--- config.mk ---
export PLATFORM = sky130hd
export DESIGN_NAME = pwm_peripheral
export DESIGN_NICKNAME = d
export VERILOG_FILES = /design/src/rtl/pwm_peripheral.sv
export SDC_FILE = /design/constraint.sdc
export NUM_CORES = 1
export LEC_CHECK = 0
export ABC_CLOCK_PERIOD_IN_PS = 3900
export BUFFER_PORTS_ARGS = -buffer_cell sky130_fd_sc_hd__buf_4
export CAP_MARGIN = 25
export CORE_ASPECT_RATIO = 1.5
export CORE_UTILIZATION = 46
export DETAILED_ROUTE_END_ITERATION = 6
export PLACE_DENSITY = 0.71
export SLEW_MARGIN = 10
export SYNTH_ARGS = -nofsm -noshare
export SYNTH_HDL_FRONTEND = slang
export SYNTH_SLANG_ARGS = --single-unit
--- constraint.sdc ---
create_clock -name clk -period 3.9 [get_ports clk]
set_input_delay 0.585 -clock clk [delete_from_list [all_inputs] [get_ports clk]]
set_output_delay 0.585 -clock clk [all_outputs]
set_load 0.02 [all_outputs]
--- src/rtl/pwm_peripheral.sv ---
// pwm_peripheral: drives 16 pins low, static high or PWM from one shared 8-bit timebase
// Ports:
//   clk              system clock
//   rst_n            asynchronous active-low reset
//   en_reg_out_7_0   output enable, pins 7..0 (1 = enabled)
//   en_reg_out_15_8  output enable, pins 15..8
//   en_reg_pwm_7_0   mode select, pins 7..0 (1 = PWM, 0 = static high)
//   en_reg_pwm_15_8  mode select, pins 15..8
//   pwm_duty_cycle   duty cycle, shadowed at each period boundary
//   out              registered pin drive
//   period_start     one-clk pulse on the first cycle of each PWM period (pwm_cnt = 0)
module pwm_peripheral #(
    parameter int unsigned PRESCALE = 13
) (
    input  logic        clk,
    input  logic        rst_n,
    input  logic [7:0]  en_reg_out_7_0,
    input  logic [7:0]  en_reg_out_15_8,
    input  logic [7:0]  en_reg_pwm_7_0,
    input  logic [7:0]  en_reg_pwm_15_8,
    input  logic [7:0]  pwm_duty_cycle,
    output logic [15:0] out,
    output logic        period_start
);
    localparam logic [15:0] PRESC_LAST = 16'(PRESCALE - 1);
    logic [15:0] presc_q, presc_d;
    logic [7:0]  pwm_cnt_q, pwm_cnt_d;
    logic [7:0]  duty_shadow_q, duty_shadow_d;
    logic [15:0] out_q, out_d;
    logic        period_start_q, period_start_d;
    logic [15:0] en_out, en_pwm;
    logic        step_tick, wrap, pwm;
    always_comb begin
        en_out         = {en_reg_out_15_8, en_reg_out_7_0};
        en_pwm         = {en_reg_pwm_15_8, en_reg_pwm_7_0};
        step_tick      = presc_q == PRESC_LAST;
        presc_d        = step_tick ? 16'd0 : presc_q + 16'd1;
        pwm_cnt_d      = pwm_cnt_q + {7'd0, step_tick};
        // Duty is only ever loaded on the 255 -> 0 step, so a period never mixes two duties
        wrap           = step_tick && (pwm_cnt_q == 8'hFF);
        duty_shadow_d  = wrap ? pwm_duty_cycle : duty_shadow_q;
        period_start_d = wrap;
        // 0xFF is forced full-on; the compare alone would drop out at cnt 255
        pwm            = (duty_shadow_q == 8'hFF) || (pwm_cnt_q < duty_shadow_q);
        out_d          = en_out & (~en_pwm | {16{pwm}});
    end
    always_ff @(posedge clk or negedge rst_n) begin
        if (!rst_n) begin
            presc_q        <= 16'd0;
            pwm_cnt_q      <= 8'd0;
            duty_shadow_q  <= 8'd0;
            out_q          <= 16'd0;
            period_start_q <= 1'b0;
        end else begin
            presc_q        <= presc_d;
            pwm_cnt_q      <= pwm_cnt_d;
            duty_shadow_q  <= duty_shadow_d;
            out_q          <= out_d;
            period_start_q <= period_start_d;
        end
    end
    assign out          = out_q;
    assign period_start = period_start_q;
endmodule

==> reports/metrics.csv, run 1 <==
stage,metric,value,unit
synth,yosys_warnings,0,
sta,tns,0,ps
die,pin_count,59,
place,placed_cell_area,0.00274,mm²
place,gp_congestion,0.742,
place,place_ws,1770,ps
routing,vias,1475,
synth,synth_common_cells,"49 x dfrtp_1, 14 x nor2_1, 11 x ha_1",
die,initial_utilization,0.487,
place,portBuffers,58,
routing,drc,0,
worst_setup_path,r2r-start,duty_shadow_q[6],
synth,netlist_area,0.00225,mm²
synth,syn_nets,226,
worst_setup_path,setup.worst_path.class,flop to flop,
synth,post_synth_fa_ha_maj_area_fraction,0.0612,
cells_and_area,final_area,0.00286,mm²
worst_setup_path,slowest_stage,o32ai_4,
worst_setup_path,cp.arrival,2260,ps
die,rows,30,
routing,dr.pass1.iters,4,
cts,cts.sinks,49,
sta,final.setup.worst_slack,1780,ps
synth,synth.distinct_cells,30,
synth,synth_cells,173,
sta,fin_crit_sh,0.542,
cells_and_area,final_util,0.619,
sta,worstMarginPinSlew,846,ps
cells_and_area,drive_gt1_frac,0.367,
power_and_ir_drop,leakagePower,1.42,nW
worst_setup_path,rrSetupSlack,1780,ps
cts,cts_hold_buf,0,
worst_setup_path,slowest_delay,770,ps
worst_setup_path,cp_cell_sequence,"inv_1, ha_1, and4_1, o21ai_1, o32ai_4, a21boi_1",
synth,yosysSeqAreaShare,0.545,
cts,clk_latency,290,ps
sta,rsz0062_at_grt,no,
power_and_ir_drop,vdd_ir_drop_max,0.261,mV
die,die_h,87.6,µm
worst_setup_path,rr_endpoint,out[4],
synth,synth-xor-area-share,0.0779,
grt,overflow,0,
routing,wl_per_cell,13.5,µm
worst_setup_path,crit_path_end_kind,flop,
synth,synth-simple-area-share,0.125,
sta,setup_viol,0,
routing,drt_iter0_drc,32,
cells_and_area,antenna_cells,0,
synth,synthArstFlopShare,1.00,
grt,antenna_found_initial,0,
die,dieArea,0.00518,mm²
synth,synth_top_family_by_area,simple AND/OR/NAND/NOR gates,
routing,drt-total-wl,4060,µm
job,max-cap-violations,0,
sta,final.min_clock_period,2120,ps
cts,cts_max_level,2,
grt,grt_pass1_vias,1537,
synth,synth_edf_count,0,
sta,relSlewSlack,0.436,
grt,track_usage,0.176,
cts,clk_pin_slew,90,ps
worst_setup_path,crit_required,4050,ps
synth,ys.flop_type,dfrtp_1,
cells_and_area,syn2layout_area_growth,27.1,%
place,dpl.hpwl,3080,µm
synth,syn_avg_cell_area,13.0,µm²
sta,timing.final.hold_violations,0,
synth,synth-compound-area-share,0.110,
cts,cts_resized,0,
sta,drv_slew,0,
routing,postRouteAntennaNets,0,
cts,cts_setup_buffers,0,
min_path,hold_class,primary input to async pin,
synth,ys_ff_latch,49,
outcome,status,finished clean,
grt,grt_start_max_net_pins,50,
synth,ys_top_cells_by_area,"dfrtp_1 55%, ha_1 6.1%, mux2_4 5.3%",
routing,viasPerCell,4.90,
synth,synth_top_area_frac,0.545,
cts,clockRootBuffer,clkbuf_8,
cts,tritoncts,built,
sta,finClkSkew,4.59,ps
cells_and_area,nNetsFinal,289,
die,die_w,59.1,µm
worst_setup_path,path_max_fanout,16,
worst_setup_path,reg2regPathDepth,6,
power_and_ir_drop,p_per_area,345,mW/mm²
grt,grt_pass1_wl,6840,µm
synth,synth_mux_area_frac,0.0534,
worst_setup_path,cp-start-kind,flop,
cts,numCtsBuffers,5,
sta,fmax,473,MHz
synth,yosysMostFrequentCell,dfrtp_1,
die,core_area,0.00462,mm²
synth,yosysTopAreaCell,dfrtp_1,
cts,cts_buffer_depth,2,
## through the flow
stage	std cells	hold slack, ps	total power [W]
2_1_floorplan	173	289	0.000570
3_3_place_gp	293	474	0.000629
3_5_place_dp	293	481	0.000631
4_1_cts	301	318	0.000999
5_1_grt	301	353	0.00102
6_report	301	294	0.000987
## worst max-delay path by stage
stage | startpoint | depth (start not counted) | slack, ps | endpoint
after floorplan | presc_q[0] | 9 | 2160 | pwm_cnt_q[4]
after global placement | pwm_cnt_q[5] | 5 | 1790 | out[4]
after detailed placement | duty_shadow_q[7] | 6 | 1770 | out[4]
after CTS | duty_shadow_q[6] | 6 | 1760 | out[4]
after global routing | duty_shadow_q[6] | 6 | 1600 | out[2]
final | duty_shadow_q[6] | 6 | 1780 | out[4]
## cell type report
cell class	instances	area, µm²
fill	361	1760
sequential	49	1230
multi-input combinational	112	962
timing repair buffer	58	435
clock buffer	7	86.3
tap	64	80.1
inverter	10	37.5
clock inverter	1	30.0
## worst max-delay path, delay by kind of cell (launching register included)
family | cells | cell delay (ps)
adder cells (fa/ha/maj) | 1 | 300
AO/OA/AOI/OAI | 3 | 1030
AND/OR/NAND/NOR | 1 | 180
buffers and inverters | 1 | 60
flip-flops | 1 | 390
## flip-flops by register name, indices dropped and copies added (netlist names)
name and cells:
pwm_cnt_q 8, duty_shadow_q 8, presc_q 16, out 16, period_start 1
## per-layer routing
metal / share of wire / routed length [µm] / vias to the layer above / track usage
met3: 0.074 / 300 / 4 / 0.0650
met5: 0 / 0 / - / 0
met2: 0.49 / 2010 / 53 / 0.287
li1: - / - / 723 / -
met1: 0.42 / 1720 / 695 / 0.213
met4: 0.0081 / 33 / 0 / 0.0584
## report_power, final
group	switching [W]	internal, W	total (W)
clock network	0.000159	0.000209	0.000368
registers	0.00000646	0.000520	0.000527
logic	0.0000394	0.0000525	0.0000919
total	0.000205	0.000782	0.000987
## cell usage in the layout, fill, tap and decap left out, types with 2 or more instances in the layout
cell type / n
nor2_1: 14
ha_1: 11
and3_1: 2
a21boi_1: 6
a21boi_2: 10
nand2b_1: 2
xor2_1: 10
nand4_1: 6
inv_1: 9
nand2_1: 6
nor4_1: 2
nand3_1: 9
xnor2_1: 10
and4_1: 4
mux2_4: 8
buf_4: 58
dfrtp_1: 49
clkbuf_8: 6
## cell families (layout without fill, tap and decap cells)
group	count (synthesis)	in the layout
buffers and inverters	12	76
xor gates and xnor gates	20	20
muxes	8	8
adders and majority gates	11	11
and+or+nand+nor	50	50
DFF	49	49
AOI/OAI and AO/OA	23	23
Note: power is estimated with default switching activity, not from simulation.
==> inputs of run 2 (changes only) <==
ABC_CLOCK_PERIOD_IN_PS = 2000   (was 3900)
clock period = 2 ns   (was 3.9 ns; I/O delays follow)
==> run 2 against run 1 <==
  * Via count rose by 0.14%
  * Critical path depth rose by 2
  * Power rose by 96%
  * Sequential share of layout area fell by 0.46 points
  * Final cell count rose by 0.66%
  * Die area did not move
  * Worst hold slack got worse by 290 ps
  * Count of clock-buffer cells in the layout fell by 1
  * Critical path type unchanged
  * Largest power group unchanged
==> reports/metrics.csv, run 2 (synthesis gave the netlist of run 1 again) <==
stage,metric,value,unit,change
grt,grt_start_max_net_pins,50,,unchanged
place,gp_congestion,0.761,,+2.5%
sta,tns,0,ps,unchanged
worst_setup_path,r2r-start,presc_q[0],,
grt,grt_pass1_vias,1568,,+2.0%
cells_and_area,finalNonFillerCells,303,,+0.66%
outcome,status,finished clean,,
cts,clk_pin_slew,90,ps,about the same
cells_and_area,final_util,0.626,,+0.00677
grt,overflow,0,,unchanged
grt,track_usage,0.182,,+0.00642
power_and_ir_drop,swShare,0.213,,+0.00557
sta,drv_slew,0,,unchanged
die,die_w,59.1,µm,unchanged
worst_setup_path,path_max_fanout,5,,-11
routing,drt-total-wl,3990,µm,-1.9%
cts,cts_buffer_depth,2,,unchanged
worst_setup_path,cp-startpoint,presc_q[0],,
worst_setup_path,cp.arrival,1960,ps,-300 ps
die,initial_utilization,0.487,,unchanged
place,portBuffers,58,,unchanged
worst_setup_path,crit_required,2180,ps,-1870 ps
cells_and_area,drive_gt1_frac,0.377,,+0.00948
power_and_ir_drop,seq_power_share,0.530,,-0.004
power_and_ir_drop,vdd_ir_drop_max,0.466,mV,+79%
sta,setup_viol,0,,unchanged
cts,clockRootBuffer,clkbuf_8,,
die,die_h,87.6,µm,unchanged
sta,fmax,559,MHz,+18%
place,placed_cell_area,0.00277,mm²,+1.0%
die,rows,30,,unchanged
place,dpl.hpwl,3140,µm,+1.9%
sta,relSlewSlack,0.599,,+0.163
power_and_ir_drop,power.share.combinational,0.093,,about the same
die,pin_count,59,,unchanged
sta,final.min_clock_period,1790,ps,-327 ps
place,dp_cells,295,,+0.68%
power_and_ir_drop,leakagePower,1.43,nW,+0.89%
die,core_area,0.00462,mm²,unchanged
cells_and_area,syn2layout_area_growth,28.5,%,
cts,cts.sinks,49,,unchanged
worst_setup_path,setup.worst_path.class,flop to flop,,
cts,tritoncts,built,,
min_path,hold_class,primary input to async pin,,
power_and_ir_drop,switchingPower,0.000413,W,+100%
worst_setup_path,crit_top_cell,ha_1,,
power_and_ir_drop,post-layout-total-power,0.00194,W,+96%
die,dieArea,0.00518,mm²,unchanged
routing,vias,1477,,+0.14%
sta,rsz0062_at_grt,no,,
cells_and_area,nNetsFinal,291,,+0.69%
cells_and_area,antenna_cells,0,,unchanged
sta,finClkSkew,10.8,ps,+6.17 ps
cts,clk_latency,300,ps,about the same
sta,worstMarginPinSlew,602,ps,-244 ps
grt,antenna_found_initial,0,,unchanged
worst_setup_path,crit_path_end_kind,flop,,
worst_setup_path,cp_cell_sequence,"inv_1, ha_1, nor3b_1, and4_1, ha_1, ha_1, nand3_1, xnor2_1",,
routing,drc,0,,unchanged
cts,numCtsBuffers,5,,unchanged
routing,viasPerCell,4.87,,-0.53%
worst_setup_path,slowest_stage,dfrtp_1,,
cts,cts_hold_buf,0,,unchanged
worst_setup_path,slowest_delay,440,ps,-330 ps
cells_and_area,layout_commonest_cell,buf_4,,
cts,cts_resized,0,,unchanged
routing,drt_iter0_drc,26,,-19%
power_and_ir_drop,power.internal,0.00152,W,+95%
routing,dr.pass1.iters,4,,unchanged
cts,cts_setup_buffers,0,,unchanged
job,max-cap-violations,0,,unchanged
sta,fin_crit_sh,0.894,,+0.352
cts,cts_max_level,2,,unchanged
sta,timing.final.hold_violations,0,,unchanged
cells_and_area,final_area,0.00289,mm²,+1.1%
power_and_ir_drop,p_per_area,671,mW/mm²,+94%
routing,wl_per_cell,13.2,µm,-2.5%
worst_setup_path,cp-start-kind,flop,,
routing,postRouteAntennaNets,0,,unchanged
power_and_ir_drop,clkPwrFrac,0.377,,+0.004
grt,grt_pass1_wl,7050,µm,+3.1%
cells_and_area,mostFrequentLayoutCells,"59 x buf_4, 49 x dfrtp_1, 14 x nor2_1",,
-- run 2: final timing paths --
| path | to | slack, ps | cells after the start |
|---|---|---|---|
| min in group clk | out[14] | 150 | 2 |
| worst min-delay path | duty_shadow_q[6] | 5 | 1 |
| worst max register to register | pwm_cnt_q[6] | 210 | 8 |
| worst min register to register | presc_q[15] | 480 | 1 |
| worst max-delay path | pwm_cnt_q[6] | 210 | 8 |
| max in group asynchronous | presc_q[8] | 1580 | 1 |
-- run 2: critical path, delay by kind of cell, from the launching register on --
family / cells / cell delay [ps]
fa+ha+maj: 3 / 520
simple gates: 3 / 500
flops: 1 / 440
xor+xnor: 1 / 140
buf+inv: 1 / 80
-- run 2: area by class of cell --
cell class                 instances  area [µm²]
inverter                          10        37.5
clock inverter                     2        37.5
sequential                        49        1230
clock buffer                       6        82.6
fill                             373        1730
timing repair buffer              60         463
multi-input combinational        112         962
tap                               64        80.1
-- run 2: power groups by stage --
stage	Combinational, W	Sequential (W)	Clock (W)
final	0.000180	0.00103	0.000731
after global routing	0.000197	0.00103	0.000796
after CTS	0.000184	0.00103	0.000748
after detailed placement	0.000183	0.00105	0
after global placement	0.000181	0.00105	0
after floorplan	0.0000441	0.00107	0
-- run 2: routing by layer --
| layer | vias up | wire (µm) | GRT usage |
|---|---|---|---|
| li1 | 730 | - | - |
| met1 | 688 | 1680 | 0.233 |
| met2 | 55 | 1960 | 0.298 |
| met3 | 4 | 304 | 0.0635 |
| met4 | 0 | 38 | 0.0390 |
| met5 | - | 0 | 0 |
-- run 2: through the flow --
| stage | setup WS (ps) | hold WS (ps) |
|---|---|---|
| after floorplan | 261 | 4.41 |
| after detailed placement | 232 | 356 |
| after CTS | 202 | 27.2 |
| after global routing | 27.5 | 53.1 |
| after global placement | 240 | 353 |
| final | 211 | 5.29 |
